<file path="config.mk">
export PLATFORM = sky130hd
export DESIGN_NAME = time_mgr_gen
export DESIGN_NICKNAME = d
export VERILOG_FILES = /design/src/rtl/time_mgr_gen.sv
export SDC_FILE = /design/constraint.sdc
export NUM_CORES = 1
export LEC_CHECK = 0
export BUFFER_PORTS_ARGS = -buffer_cell sky130_fd_sc_hd__buf_2
export CAP_MARGIN = 5
export CELL_PAD_IN_SITES_DETAIL_PLACEMENT = 1
export CELL_PAD_IN_SITES_GLOBAL_PLACEMENT = 2
export CORE_MARGIN = 2
export CORE_UTILIZATION = 34
export DETAILED_ROUTE_END_ITERATION = 10
export HOLD_SLACK_MARGIN = 0.12
export PLACE_DENSITY_LB_ADDON = 0.12
export SLEW_MARGIN = 20
export SYNTH_ARGS = -nofsm -noshare
export SYNTH_HDL_FRONTEND = slang
export SYNTH_SLANG_ARGS = --single-unit
</file>
<file path="constraint.sdc">
create_clock -name clk -period 5.55 [get_ports clk]
set_input_delay 1.11 -clock clk [delete_from_list [all_inputs] [get_ports clk]]
set_output_delay 1.11 -clock clk [all_outputs]
set_load 0.05 [all_outputs]
</file>
<file path="src/rtl/time_mgr_gen.sv">
// time_mgr_gen: unit/epoch time manager with wait stalls, heartbeat tokens and an ahead-of-PC flag.
// Define TIME_MGR_HB_DROP_CNT_EN to add the hb_dropped overwrite counter.
module time_mgr_gen #(
    parameter int Nunit  = 16,
    parameter int Nepoch = 10,
    parameter int Ntime  = 32,
    parameter int Slack  = 2
) (
    input  logic              clk,
    input  logic              reset_n,
    input  logic              reset_time,
    input  logic [Nunit-1:0]  unit_len,
    input  logic [Nepoch-1:0] epoch_len,
    input  logic [Ntime-1:0]  PC_epochs_elapsed,
    input  logic              do_wait_v,
    input  logic [Nepoch-1:0] do_wait_d,
    output logic              do_wait_a,
    output logic              hb_v,
    output logic [Ntime-1:0]  hb_d,
    input  logic              hb_a,
    output logic [Ntime-1:0]  epochs_elapsed,
    output logic              epoch_tick,
    output logic              stall,
    output logic              ahead
`ifdef TIME_MGR_HB_DROP_CNT_EN
    ,
    output logic [15:0]       hb_dropped
`endif
);
    logic [Nunit-1:0]  ul_s, cyc, u_max;
    logic [Nepoch-1:0] el_s, unit, e_max, wcnt, wcnt_n;
    logic              unit_end, epoch_end;

    assign do_wait_a = do_wait_v && wcnt == '0 && !reset_time && reset_n;

    // A zero length behaves as one, so the terminal count is 0 in both cases.
    always_comb begin
        u_max     = (ul_s == '0) ? '0 : ul_s - 1'b1;
        e_max     = (el_s == '0) ? '0 : el_s - 1'b1;
        unit_end  = cyc == u_max;
        epoch_end = unit_end && unit == e_max && !reset_time;
        wcnt_n    = reset_time ? '0 :
                    do_wait_a ? do_wait_d :
                    (epoch_end && wcnt != '0) ? wcnt - 1'b1 : wcnt;
    end

    always_ff @(posedge clk) begin
        if (!reset_n) begin
            ul_s           <= unit_len;
            el_s           <= epoch_len;
            cyc            <= '0;
            unit           <= '0;
            wcnt           <= '0;
            epochs_elapsed <= '0;
            epoch_tick     <= 1'b0;
            stall          <= 1'b0;
            ahead          <= 1'b0;
            hb_v           <= 1'b0;
            hb_d           <= '0;
`ifdef TIME_MGR_HB_DROP_CNT_EN
            hb_dropped     <= '0;
`endif
        end else begin
            wcnt       <= wcnt_n;
            stall      <= wcnt_n != '0;
            epoch_tick <= epoch_end;
            ahead      <= $signed(epochs_elapsed - PC_epochs_elapsed) > $signed(Ntime'(Slack));
            // Shadows track the inputs while time is held, so release starts with fresh config.
            if (reset_time || epoch_end) begin
                ul_s <= unit_len;
                el_s <= epoch_len;
            end
            if (reset_time) begin
                cyc            <= '0;
                unit           <= '0;
                epochs_elapsed <= '0;
            end else begin
                cyc <= unit_end ? '0 : cyc + 1'b1;
                if (unit_end) unit <= epoch_end ? '0 : unit + 1'b1;
                if (epoch_end) epochs_elapsed <= epochs_elapsed + 1'b1;
            end
            if (epoch_tick) begin
                hb_v <= 1'b1;
                hb_d <= epochs_elapsed;
            end else if (hb_a) begin
                hb_v <= 1'b0;
            end
`ifdef TIME_MGR_HB_DROP_CNT_EN
            if (epoch_tick && hb_v && !hb_a && hb_dropped != 16'hFFFF)
                hb_dropped <= hb_dropped + 1'b1;
`endif
        end
    end
endmodule

</file>
Yosys cells after proc, flatten, opt, wreduce, memory -nomap -nowiden
Cells that the tools add are included.
{"block": "word_totals", "reg_bits": 130, "out_inout_bits": 69, "wordCells": 51}
{"block": "classes", "addsub": 7, "order_cmp": 1, "n_eq_ne": 3, "mux": 12, "bitwise_logic": 1, "n_reduce_logical": 16}
{"op": "two-way mux 10 bit", "count": 7}
{"op": "two-way mux 16 bit", "count": 3}
{"op": "adder 32 x 1 -> 32 bit, second input constant", "count": 1}
{"op": "> comparator 32 x 3 -> 1 bit, second input constant", "count": 1}
{"op": "subtractor 32 bit", "count": 1}
{"op": "logical NOT 10 bit", "count": 2}
{"op": "nonzero test 10 bit", "count": 2}
{"op": "subtractor 10 x 1 -> 10 bit, second input constant", "count": 2}
{"op": "adder 16 x 1 -> 16 bit, second input constant", "count": 1}
{"op": "== test 16 bit", "count": 1}
{"op": "logical NOT 16 bit", "count": 1}
{"op": "subtractor 16 x 1 -> 16 bit, second input constant", "count": 1}
{"op": "adder 10 x 1 -> 10 bit, second input constant", "count": 1}
{"op": "== test 10 bit", "count": 1}
{"op": "logical AND 1 bit", "count": 6}
{"op": "OR reduction 3 bit", "count": 1}
{"op": "two-way mux 1 bit", "count": 2}
{"op": "!= test 2 x 1 -> 1 bit, second input constant", "count": 1}
{"op": "nonzero test 2 bit", "count": 1}
{"op": "OR reduction 2 bit", "count": 1}
{"op": "logical NOT 1 bit", "count": 1}
{"op": "logical OR 1 bit", "count": 1}
{"op": "NOT 1 bit", "count": 1}

Longest topological paths before layout
{"block": "logic_depth", "ltp_word": 10, "mapped_depth": 15}

Least setup slack after synthesis
No wires, ideal clock.
{"block": "synth_path", "kind": "reg-to-reg", "from": "register el_s[0]", "to": "register el_s[0] (enable)", "arrival_time_ps": 3810, "required_ps": 5149, "slack_ps": 1340, "path_stages_with_launch": 12, "n_path_buf": 2, "path_cell_list": "edfxtp_1 inv_1 ha_1 or4b_1 buf_2 o31ai_2 a21oi_1 a211oi_2 or4b_4 nor3_4 nand2b_1 clkbuf_1"}
{"block": "synth_between", "elab_chain_cells": 7, "elab_cells_between_ends": 8}
{"item": "from (decl)", "line": "31", "rtl": "logic [Nepoch-1:0] el_s, unit, e_max, wcnt, wcnt_n;"}
{"item": "from (signal assigned)", "line": "50", "rtl": "el_s <= epoch_len;"}
{"item": "from (signal assigned)", "line": "71", "rtl": "el_s <= epoch_len;"}
{"item": "subtractor 10 x 1 -> 10 bit / logical NOT 10 bit (equally long branches)", "line": "39", "rtl": "e_max = (el_s == '0) ? '0 : el_s - 1'b1;"}
{"item": "two-way mux 10 bit (*)", "line": "39"}
{"item": "== test 10 bit (*)", "line": "41", "rtl": "epoch_end = unit_end && unit == e_max && !reset_time;"}
{"item": "logical AND 1 bit (*) (2 in a row)", "line": "41"}
{"item": "logical OR 1 bit (*)", "line": "69", "rtl": "if (reset_time || epoch_end) begin"}
{"item": "!= test 2 x 1 -> 1 bit (no source line) (*)"}
Mark *: on every way between the ends. The rest lies on a longest branch, timed or not.
A chain may end at the register's enable or synchronous reset.

Final worst setup path
{"block": "layout_path", "from": "register el_s[0]", "to": "register stall"}
{"block": "layout_between", "elab_chain_cells": 10, "elab_cells_between_ends": 11}
{"item": "subtractor 10 x 1 -> 10 bit / logical NOT 10 bit (equally long branches)", "line": "39"}
{"item": "two-way mux 10 bit (*)", "line": "39"}
{"item": "== test 10 bit (*)", "line": "41"}
{"item": "logical AND 1 bit (*) (2 in a row)", "line": "41"}
{"item": "logical AND 1 bit (*)", "line": "44", "rtl": "(epoch_end && wcnt != '0) ? wcnt - 1'b1 : wcnt;"}
{"item": "two-way mux 10 bit (*)", "line": "44"}
{"item": "two-way mux 10 bit (*)", "line": "43", "rtl": "do_wait_a ? do_wait_d :"}
{"item": "two-way mux 10 bit (*)", "line": "42", "rtl": "wcnt_n = reset_time ? '0 :"}
{"item": "nonzero test 10 bit (*)", "line": "65", "rtl": "stall <= wcnt_n != '0;"}
{"item": "to (signal assigned)", "line": "56", "rtl": "stall <= 1'b0;"}
{"item": "to (signal assigned)", "line": "65"}
{"item": "to (decl)", "line": "23", "rtl": "output logic stall,"}
Marks and branches as above.

==> out/metrics.yaml <==
synth-main-ff-cell: "dfxtp_1"
cp.buffers_inverters: 1
crit_type: "flip-flop to flip-flop"
rsz0062_at_grt: "false"
ys_ff_latch: 130
start_kind: "flip-flop"
crit_start: "el_s[0]$_DFFE_PP_"
slew_headroom_pct: 52.5
wl_per_cell_um: 18.3
cp_num_cells: 13
dieArea_um2: 26800
synth_area_leader_cell: "dfxtp_1"
yosysMostFrequentCell: "nor2_1"
ant_nets: 0
nets: 1299
critPathMaxFanout: 9
first_pass_iters: 5
synthTopCellsByCount: "nor2_1 (118), dfxtp_1 (104), inv_1 (80)"
synth_area_leaders: "dfxtp_1 (24%), edfxtp_1 (9.0%), ha_1 (5.3%)"
grt_pass1_vias: 8121
rows: 58
outcome: "complete, no violations"
ios: 142
initial_core_util_pct: 34.5
cp_slowest_cell: "or4b_1"
grt_max_degree: 39
syn_to_final_growth_pct: 18.2
cts-root-buf: "clkbuf_16"
async_reset_ff_share_pct: 0
grt_pass1_wl_mm: 45.0
crit_arrival_ps: 4950
cts_resized: 0
core_um2: 25100
worst_clock_skew_ps: 8.27
dieWidth_um: 164
required_ps: 5900
r2r_end: "stall$_SDFF_PN0_"
ys_warn_count: 0
cts-hold-fix-buffers: 0
dp_cells: 1499
cp_common_cell: "nor3_1"
syn-cell-area_um2: 8670
dpl.hpwl_mm: 21.6
leakage_nw: 4.08
crit-reg2reg-launch: "el_s[0]$_DFFE_PP_"
wirelength_mm: 28.1
synth_edf_count: 26
cts_buffers: 17
critPathTopFamily: "simple AND/OR/NAND/NOR gates"
timing.hold.ws_ps: 486
worstPathCellList: "inv_1 -> ha_1 -> or4b_1 -> o31ai_2 -> a21oi_1 -> or3b_2 -> nor3_1 -> nand3_1 -> nor3_2 -> nor3_1 -> or4_1 -> o21ai_0 -> o41a_1"
grt_overflow: 0
grt_usage_pct: 21.2
syn_inst: 1058
end_kind: "flip-flop"
fin_setup_tns_ps: 0
timing.final.crit_share_pct: 82.8
max_freq_ghz: 0.218
io_buffers: 141
power_density_nw_per_um2: 227
r2r_slack_ps: 960
clkLatencyLatePin_ps: 420
totalPowerFinal_mw: 2.33
route.detailed.drc: 0
rr_worst_depth: 13
endpoint: "stall$_SDFF_PN0_"
yosysTopAreaCellShare_pct: 24.0
cts_setup_buffers: 0
cp_slowest_stage_delay_ps: 640
syn_nets: 1169
hold_viol_final: 0
clockBufferDepth: 2
cts.sinks: 130
diodes: 0
vias_per_cell: 5.44
setup_violations: 0
syn_avg_cell_area_um2: 8.20
drtIter0Drc: 427
cts_tree: "yes"
worst_hold_path_type: "flip-flop to flip-flop"
clk_pin_slew_worst_paths_ps: 60
drive_gt1_share_pct: 17.7
instances_no_fill: 1531
worst_slew_pin_slew_ps: 708
vias: 8332
ys_seq_area_share_pct: 33.0
maxSlewViolCount: 0
fp.dieH_um: 164
timing.final.crit_period_ps: 4590
max_cap_viol_count: 0
worstHoldStart: "hb_v$_SDFFE_PN0P_"
synth.lib_cells_used.distinct: 86
grt_antenna_before_repair: 0
cts_htree_levels: 4
gp_congestion: 0.837
peakVddDrop_mv: 0.133
power by group:
group / switching (mW) / internal [mW] / leakage (nW)
clock network: 0.443 / 0.609 / 0.272
logic: 0.143 / 0.101 / 2.70
registers: 0.0429 / 0.987 / 1.10
total: 0.629 / 1.70 / 4.08
placed cells by master (no fill, tap or decap), types with 6 or more instances in the layout:
cell and instances:
buf_2 141, nor2_1 118, dfxtp_1 103, inv_1 80
nand2_1 62, a21oi_1 60, o21ai_0 50, mux2i_1 45
ha_1 37, nand3_1 34, xnor2_1 32, nor3_1 30
nand4_1 30, or3_1 26, edfxtp_1 26, and3_1 24
xor2_1 21, nor4_1 20, clkbuf_16 18, nor2b_1 12
o31ai_1 12, buf_4 12, a211oi_1 10, o211ai_1 10
o22ai_1 10, nand2b_1 10, a31oi_1 9, and2_1 8
a21o_1 8, and4_1 7, nor3b_1 7, or4_1 7
nand3b_1 6, o2111ai_1 6, a211o_1 6
metal layers:
layer	wire (um)	GRT usage, %	vias to the layer above	share of wire (%)
met5	0	0	-	0
met4	195	4.27	0	0.70
met3	958	3.26	10	3.4
met2	12000	31.5	139	43
met1	14900	32.3	4037	53
li1	-	-	4146	-
cell families (layout without fill, tap and decap cells):
kind of cell | count (synthesis) | after routing | synth area share (%)
AOI/OAI and AO/OA | 239 | 239 | 18.3
xor gates and xnor gates | 53 | 53 | 5.35
adders and majority gates | 38 | 38 | 5.57
buffers and inverters | 123 | 266 | 5.56
DFF | 130 | 130 | 33.0
muxes | 47 | 47 | 5.45
and+or+nand+nor | 428 | 428 | 26.8
area by class of cell:
class | instances | area [um2]
multi-input cells | 805 | 5330
fillers | 3091 | 14900
clock buffers | 20 | 468
flip-flops and latches | 130 | 2860
inverters | 81 | 304
well taps | 330 | 413
repair buffers | 153 | 796
clock inverters | 12 | 81.3
worst reg2reg max path, stage by stage, from the launching register on:
cell and delay, ps:
edfxtp_1 480, inv_1 100, ha_1 240, or4b_1 640, o31ai_2 380, a21oi_1 160, or3b_2 450, nor3_1 340
nand3_1 220, nor3_2 580, nor3_1 130, or4_1 540, o21ai_0 110, o41a_1 160
worst min-delay path by stage:
stage	cells past startpoint	slack (ps)	end
after detailed placement	2	480	hb_d[21]$_SDFFE_PN0P_
after global routing	2	520	hb_d[21]$_SDFFE_PN0P_
after CTS	2	490	hb_d[12]$_SDFFE_PN0P_
after global placement	2	460	hb_v$_SDFFE_PN0P_
after floorplan	1	470	cyc[0]$_SDFF_PP0_
final	2	490	hb_v$_SDFFE_PN0P_
sequential cells by signal, summed over array words and instances, names as in the netlist:
register,cells
ul_s,16
hb_d,32
ahead,1
epoch_tick,1
cyc,16
wcnt,10
unit,10
el_s,10
hb_v,1
stall,1
epochs_elapsed,32
metrics by stage:
| stage | util [%] | area (um2) | setup WS, ps |
|---|---|---|---|
| final | 40.8 | 10300 | 956 |
| after global routing | 40.8 | 10300 | 613 |
| after CTS | 40.8 | 10300 | 997 |
| after detailed placement | 38.6 | 9700 | 746 |
| after global placement | 38.6 | 9700 | 786 |
| after floorplan | - | 8670 | 1340 |
Note: power is estimated with default switching activity, not from simulation.
